$ cat config.mk
export PLATFORM = sky130hd
export DESIGN_NAME = inst_prefetch_buffer
export DESIGN_NICKNAME = d
export VERILOG_FILES = /design/src/rtl/inst_prefetch_buffer.sv
export SDC_FILE = /design/constraint.sdc
export NUM_CORES = 1
export LEC_CHECK = 0
export ABC_AREA = 1
export BUFFER_PORTS_ARGS = -buffer_cell sky130_fd_sc_hd__buf_4
export CORE_ASPECT_RATIO = 0.6
export CORE_UTILIZATION = 30
export CTS_BUF_LIST = sky130_fd_sc_hd__clkbuf_4
export DETAILED_ROUTE_END_ITERATION = 12
export PLACE_DENSITY = 0.5
export REMOVE_ABC_BUFFERS = 1
export SLEW_MARGIN = 20
export SYNTH_ARGS = -nofsm -noshare
export SYNTH_HDL_FRONTEND = slang
export SYNTH_SLANG_ARGS = --single-unit
export TNS_END_PERCENT = 5
$ cat constraint.sdc
create_clock -name clk -period 5.1 [get_ports clk]
set_input_delay 1.275 -clock clk [delete_from_list [all_inputs] [get_ports clk]]
set_output_delay 1.275 -clock clk [all_outputs]
set_load 0.005 [all_outputs]
$ cat src/rtl/inst_prefetch_buffer.sv
// Sequential instruction prefetcher with a small FIFO ahead of IF.
// Define FETCH_BYPASS_EN to forward an acked word straight to IF when empty.
module inst_prefetch_buffer #(
  parameter int          DEPTH    = 4,
  parameter logic [31:0] RESET_PC = 32'h0
) (
  input  logic        clk,
  input  logic        rst_n,
  input  logic        jump_flag_id,
  input  logic [31:0] jump_address_id,
  input  logic        if_ready,
  output logic [31:0] instruction_read_data,
  output logic        instruction_valid,
  output logic        mem_req,
  output logic [31:0] mem_addr,
  input  logic        mem_ack,
  input  logic [31:0] mem_rdata
);

  localparam int AW = $clog2(DEPTH);
  localparam int CW = AW + 1;
  localparam logic [CW-1:0] FULL = CW'(DEPTH);
  localparam logic [31:0]   NOP  = 32'h0000_0013;

  typedef enum logic [1:0] {
    IDLE,
    REQ,
    DISCARD
  } state_t;

  state_t        state_q, state_d;
  logic [31:0]   fetch_pc_q, fetch_pc_d;
  logic [31:0]   hold_addr_q;
  logic [31:0]   fifo_q [DEPTH];
  logic [AW-1:0] wr_ptr_q, rd_ptr_q;
  logic [CW-1:0] count_q, count_d;
  logic [31:0]   jump_target;
  logic          ack_ok;
  logic          byp;
  logic          push;
  logic          pop_fifo;

  assign jump_target = jump_address_id & 32'hFFFF_FFFC;
  assign ack_ok = (state_q == REQ) && mem_ack
               && !jump_flag_id;

`ifdef FETCH_BYPASS_EN
  assign byp = ack_ok && (count_q == '0);
`else
  assign byp = 1'b0;
`endif

  // A bypassed word taken by IF this cycle never enters the FIFO
  assign push     = ack_ok && !(byp && if_ready);
  assign pop_fifo = (count_q != '0) && if_ready
                 && !jump_flag_id;
  assign count_d  = count_q + CW'(push)
                  - CW'(pop_fifo);

  always_comb begin
    instruction_valid     = count_q != '0;
    instruction_read_data = NOP;
    if (count_q != '0)
      instruction_read_data = fifo_q[rd_ptr_q];
    if (byp) begin
      instruction_valid     = 1'b1;
      instruction_read_data = mem_rdata;
    end
  end

  assign mem_req  = state_q != IDLE;
  assign mem_addr = (state_q == DISCARD)
                  ? hold_addr_q : fetch_pc_q;

  always_comb begin
    state_d    = state_q;
    fetch_pc_d = fetch_pc_q;
    unique case (state_q)
      IDLE: begin
        if (!jump_flag_id && count_q < FULL)
          state_d = REQ;
      end
      REQ: begin
        if (jump_flag_id) begin
          state_d = mem_ack ? IDLE : DISCARD;
        end else if (mem_ack) begin
          fetch_pc_d = fetch_pc_q + 32'd4;
          state_d = (count_d < FULL) ? REQ : IDLE;
        end
      end
      DISCARD: begin
        if (mem_ack)
          state_d = IDLE;
      end
      default: state_d = IDLE;
    endcase
    if (jump_flag_id)
      fetch_pc_d = jump_target;
  end

  always_ff @(posedge clk or negedge rst_n) begin
    if (!rst_n) begin
      state_q     <= IDLE;
      fetch_pc_q  <= RESET_PC;
      hold_addr_q <= RESET_PC;
    end else begin
      state_q    <= state_d;
      fetch_pc_q <= fetch_pc_d;
      // Old address stays on the bus while its data is dropped
      if (state_q == REQ && jump_flag_id && !mem_ack)
        hold_addr_q <= fetch_pc_q;
    end
  end

  always_ff @(posedge clk or negedge rst_n) begin
    if (!rst_n) begin
      wr_ptr_q <= '0;
      rd_ptr_q <= '0;
      count_q  <= '0;
      for (int i = 0; i < DEPTH; i++)
        fifo_q[i] <= NOP;
    end else if (jump_flag_id) begin
      wr_ptr_q <= '0;
      rd_ptr_q <= '0;
      count_q  <= '0;
    end else begin
      if (push) begin
        fifo_q[wr_ptr_q] <= mem_rdata;
        wr_ptr_q <= wr_ptr_q + AW'(1);
      end
      if (pop_fifo)
        rd_ptr_q <= rd_ptr_q + AW'(1);
      count_q <= count_d;
    end
  end

endmodule

==> metrics list <==
- Result of the run: finished clean
- Max IR drop VDD: 0.000182 V
- Among all flip-flop cells after synthesis, the most frequent one is dfrtp_1.
* Number of buffers inserted by post-CTS setup repair: 0
- Layout cells sized above 1: 0.144
- Floorplan core area: 31700 um^2
- The first detailed-routing pass took 5 iterations.
- In the finished design, the share of the clock period the worst path needs comes to 0.860.
* Gr usage total: 0.174
* Worst-path cell chain: clkinv_1 > buf_4 > nor2_1 > o21ai_0 > a21oi_1 > buf_4
* Clk Latency, worst-skew pair: 650 ps
- Number of max-slew violations in the final report: 0
- Reg-to-Reg Start: count_q[1]
- Max-cap violations in this run came to 0.
- Final count of negative-setup-slack endpoints: 0
- Total standard cell area after synthesis: 9860 um^2
- Of the total synthesized cell area, the portion taken by XOR and XNOR cells is 0.00888.
- RR Endpoint: state_q[0]
- The floorplan has 50 rows.
- The worst hold path begins at fifo_q[33].
- Max Freq: 228 MHz
- The Yosys step of the flow raised 0 warnings.
* Smallest hold slack: 484 ps
- Of the post-synthesis cell area, the dominant cell type holds 0.470.
* Maximum number of pins on one net before global-route repair: 111
- Slew at the pin with the worst max-slew slack: 955 ps
- Number of H-tree levels: 4
* Grt ovf: 0
- The number of different library cells used by synthesis comes to 34.
- Buffers inserted during clock tree synthesis total 17.
- Count of cell instances traversed by the critical path: 6
- The initial utilization of the core area, before any placement, comes to 0.311.
- Setup repair after global routing left no endpoint under its margin.
- Clock-pin slew was measured on the worst setup and hold paths at 170 ps.
* Total power density per cell area: about 450 nW/um^2
- In this run the vertical extent of the chip is 142 um.
- TritonCTS clock tree: yes
* Detailed-route via count: around 8400
- End point of the most critical hold path: fifo_q[33]
- STA classifies the critical path endpoint as an output port.
* Number of stages on the worst hold path: 2
- Crit path max-delay cell type: dfrtp_2
- For met1 alone, demand over resource in global routing was 0.269.
- Classification of the worst-slack hold path: flop to flop
- DRC errors left: 0
- Buffer and inverter count on the worst path: 3
- Number of standard cells after synthesis: 1272
- After synthesis, the share of cell area in mux cells is 0.
- After layout, the minimum clock period comes to around 4400 ps.
- Routability-driven placement finished with a final weighted congestion of 0.849.
- Mean post-synth cell area: 7.75 um^2
- Summed over all cells, the static leakage comes to about 5.3 nW.
- Synth Area in Simple Gates: 0.229
- Crit path max-delay family: buffers and inverters
* Number of input and output port buffers inserted: 130
* Number of nets still failing antenna checks after routing: 0
- IO Pins: 135
- Summed over all instances, the cell type with the most area after synthesis is dfrtp_1.
- In this run the tightest slew margin relative to its limit is 0.363.
* Post-layout nets: 1436
* Wire length of the first global-routing pass: 44800 um
- Bufs on Longest Clock Path: 2
* Horiz. Die Dim: 236 um
- Critical-path maximum fanout: 33
* Global Route met2 Usage: 0.242
- Of the total synthesized cell area, the portion taken by full adders, half adders and majority gates is 0.0109.
- Area enclosed by the die boundary: 33600 um^2
- The final hold violation count was 0.
- Critical setup path kind: flop to output port
* Met3 usage: 0.0425
* Required time worst endpoint: between 3000 and 4000 ps
- Delay of the slowest cell on the worst path: 950 ps
- Compound-Gate Fraction of Synth Area: 0.170
* Post-synth ARST share: 1.00
* Root Buffer: clkbuf_4
- Number of global-route vias before repair: 7721
* Cells on worst reg2reg path: 14
- Critical path data arrival time: between 3000 and 4000 ps
- Area delta synth->final: 14.5%
* Detail-routed via count per cell: 4.67
- HPWL after DPL: 17900 um
* Register-to-register setup slack: 2210 ps
- Adding up every negative setup slack in the final design gives 0 ps.
* Average routed wire per standard cell: 15.8 um
* Nature of the critical path startpoint: flop
- Counting flops and latches in the post-synthesis netlist gives 197.
* TritonCTS sink count: 197
* Initial antenna violation count: 1
* Dominant cell type by count on the critical path: buf_4
- Post-CTS repair changed the size of 0 cells.
- The routed design has 28400 um of wire.
- The synthesized design contains 0 enable-type register cells.
* Combinational family with the most area after synthesis: simple AND/OR/NAND/NOR gates
- The layer flagged by global routing as most heavily used is met1.
- In this run, post-CTS hold repair placed 0 buffers.
- Dominant cells by area after synthesis: dfrtp_1 (47%), nand2_1 (13%), o21ai_0 (7.2%), nor2_1 (7.0%), o21ai_1 (6.5%)
* Violation count after the first detailed-routing iteration: 631
- Between clock sinks in the finished design, the worst skew comes to about 33 ps.
- For this run, the register share of the synthesized area comes to 0.502.
kinds of logic after synthesis:
group / after synthesis
other: 1
and+or+nand+nor: 565
adders and majority gates: 8
xor gates and xnor gates: 10
AOI/OAI and AO/OA: 325
DFF: 197
buffers and inverters: 166
layout by cell type, fill, tap and decap left out, types with 3 or more instances in the layout:
cell type,n
a21oi_1,37
nand3_1,29
o21ai_1,128
o221ai_1,3
clkinv_1,7
xor2_1,8
dfrtp_1,183
nor2_1,184
inv_6,6
nand2_4,4
o311ai_0,3
nor2_4,4
inv_1,89
nand2_1,335
o21bai_1,6
o21ai_0,142
clkbuf_4,18
buf_4,135
ha_1,7
o211ai_1,5
dfstp_2,12
report_power, final:
part | switching, mW | leakage [nW] | internal [mW] | total, mW
Combinational | 1.12 | 2.66 | 0.785 | 1.91
Clock | 0.614 | 0.136 | 0.212 | 0.826
Sequential | 0.304 | 2.53 | 2.07 | 2.38
synthesized netlist by cell type (2+ instances only):
master      n
clkinv_1    3
a21oi_1    37
o221ai_1    3
nand2_1   335
o21ai_0   142
nand2_4     4
dfrtp_1   185
xnor2_1     2
buf_4       3
buf_6      17
nor2_1    184
ha_1        7
nor2_4      4
o311ai_0    3
buf_2      16
o21ai_1   128
inv_1      90
clkbuf_1   27
o21bai_1    6
inv_2       3
nand3_1    30
o211ai_1    5
nor3_1      2
buf_1       7
dfstp_2    12
xor2_1      8
nand2_2     2
state kept, by name, summed over array words and instances, names as in the netlist:
| name | cells |
|---|---|
| count_q | 3 |
| fetch_pc_q | 30 |
| fifo_q | 128 |
| hold_addr_q | 30 |
| rd_ptr_q | 2 |
| state_q | 2 |
| wr_ptr_q | 2 |
through the flow:
step                std cells  total power [mW]  utilization  worst slack, ps  cell area (um^2)
floorplan                1203              3.47            -             1270              9440
global placement         1756              4.30        0.347             1330             11000
detailed placement       1756              4.34        0.347             1360             11000
CTS                      1788              5.18        0.355              598             11300
global route             1789              5.56        0.356              394             11300
finish                   1789              5.11        0.356              714             11300
final cells by class:
class                   instances  area, um^2
clock buffers                  18         135
multi-input cells             910        4150
well taps                     416         520
diodes                          1        2.50
fillers                      3405       20400
inverters                      96         362
flip-flops and latches        197        4950
clock inverters                14         116
repair buffers                137        1050
how the worst max path moves through the flow:
stage,startpoint,end
after detailed placement,jump_flag_id,fetch_pc_q[25]
after CTS,rd_ptr_q[1],instruction_read_data[13]
after global routing,rd_ptr_q[1],instruction_read_data[13]
final,rd_ptr_q[1],instruction_read_data[13]
after global placement,rd_ptr_q[1],instruction_read_data[13]
after floorplan,count_q[1],instruction_read_data[0]
worst min-delay path, stage by stage (launching register included):
cell and delay [ps]:
dfstp_2 400, nand2_1 50, o21ai_1 50
per-layer routing:
layer  wire [um]  share of wire
met5           0              0
met4         159         0.0056
met3        1160          0.041
met2       11900           0.42
met1       15200           0.54
(Power assumes the default switching activity.)
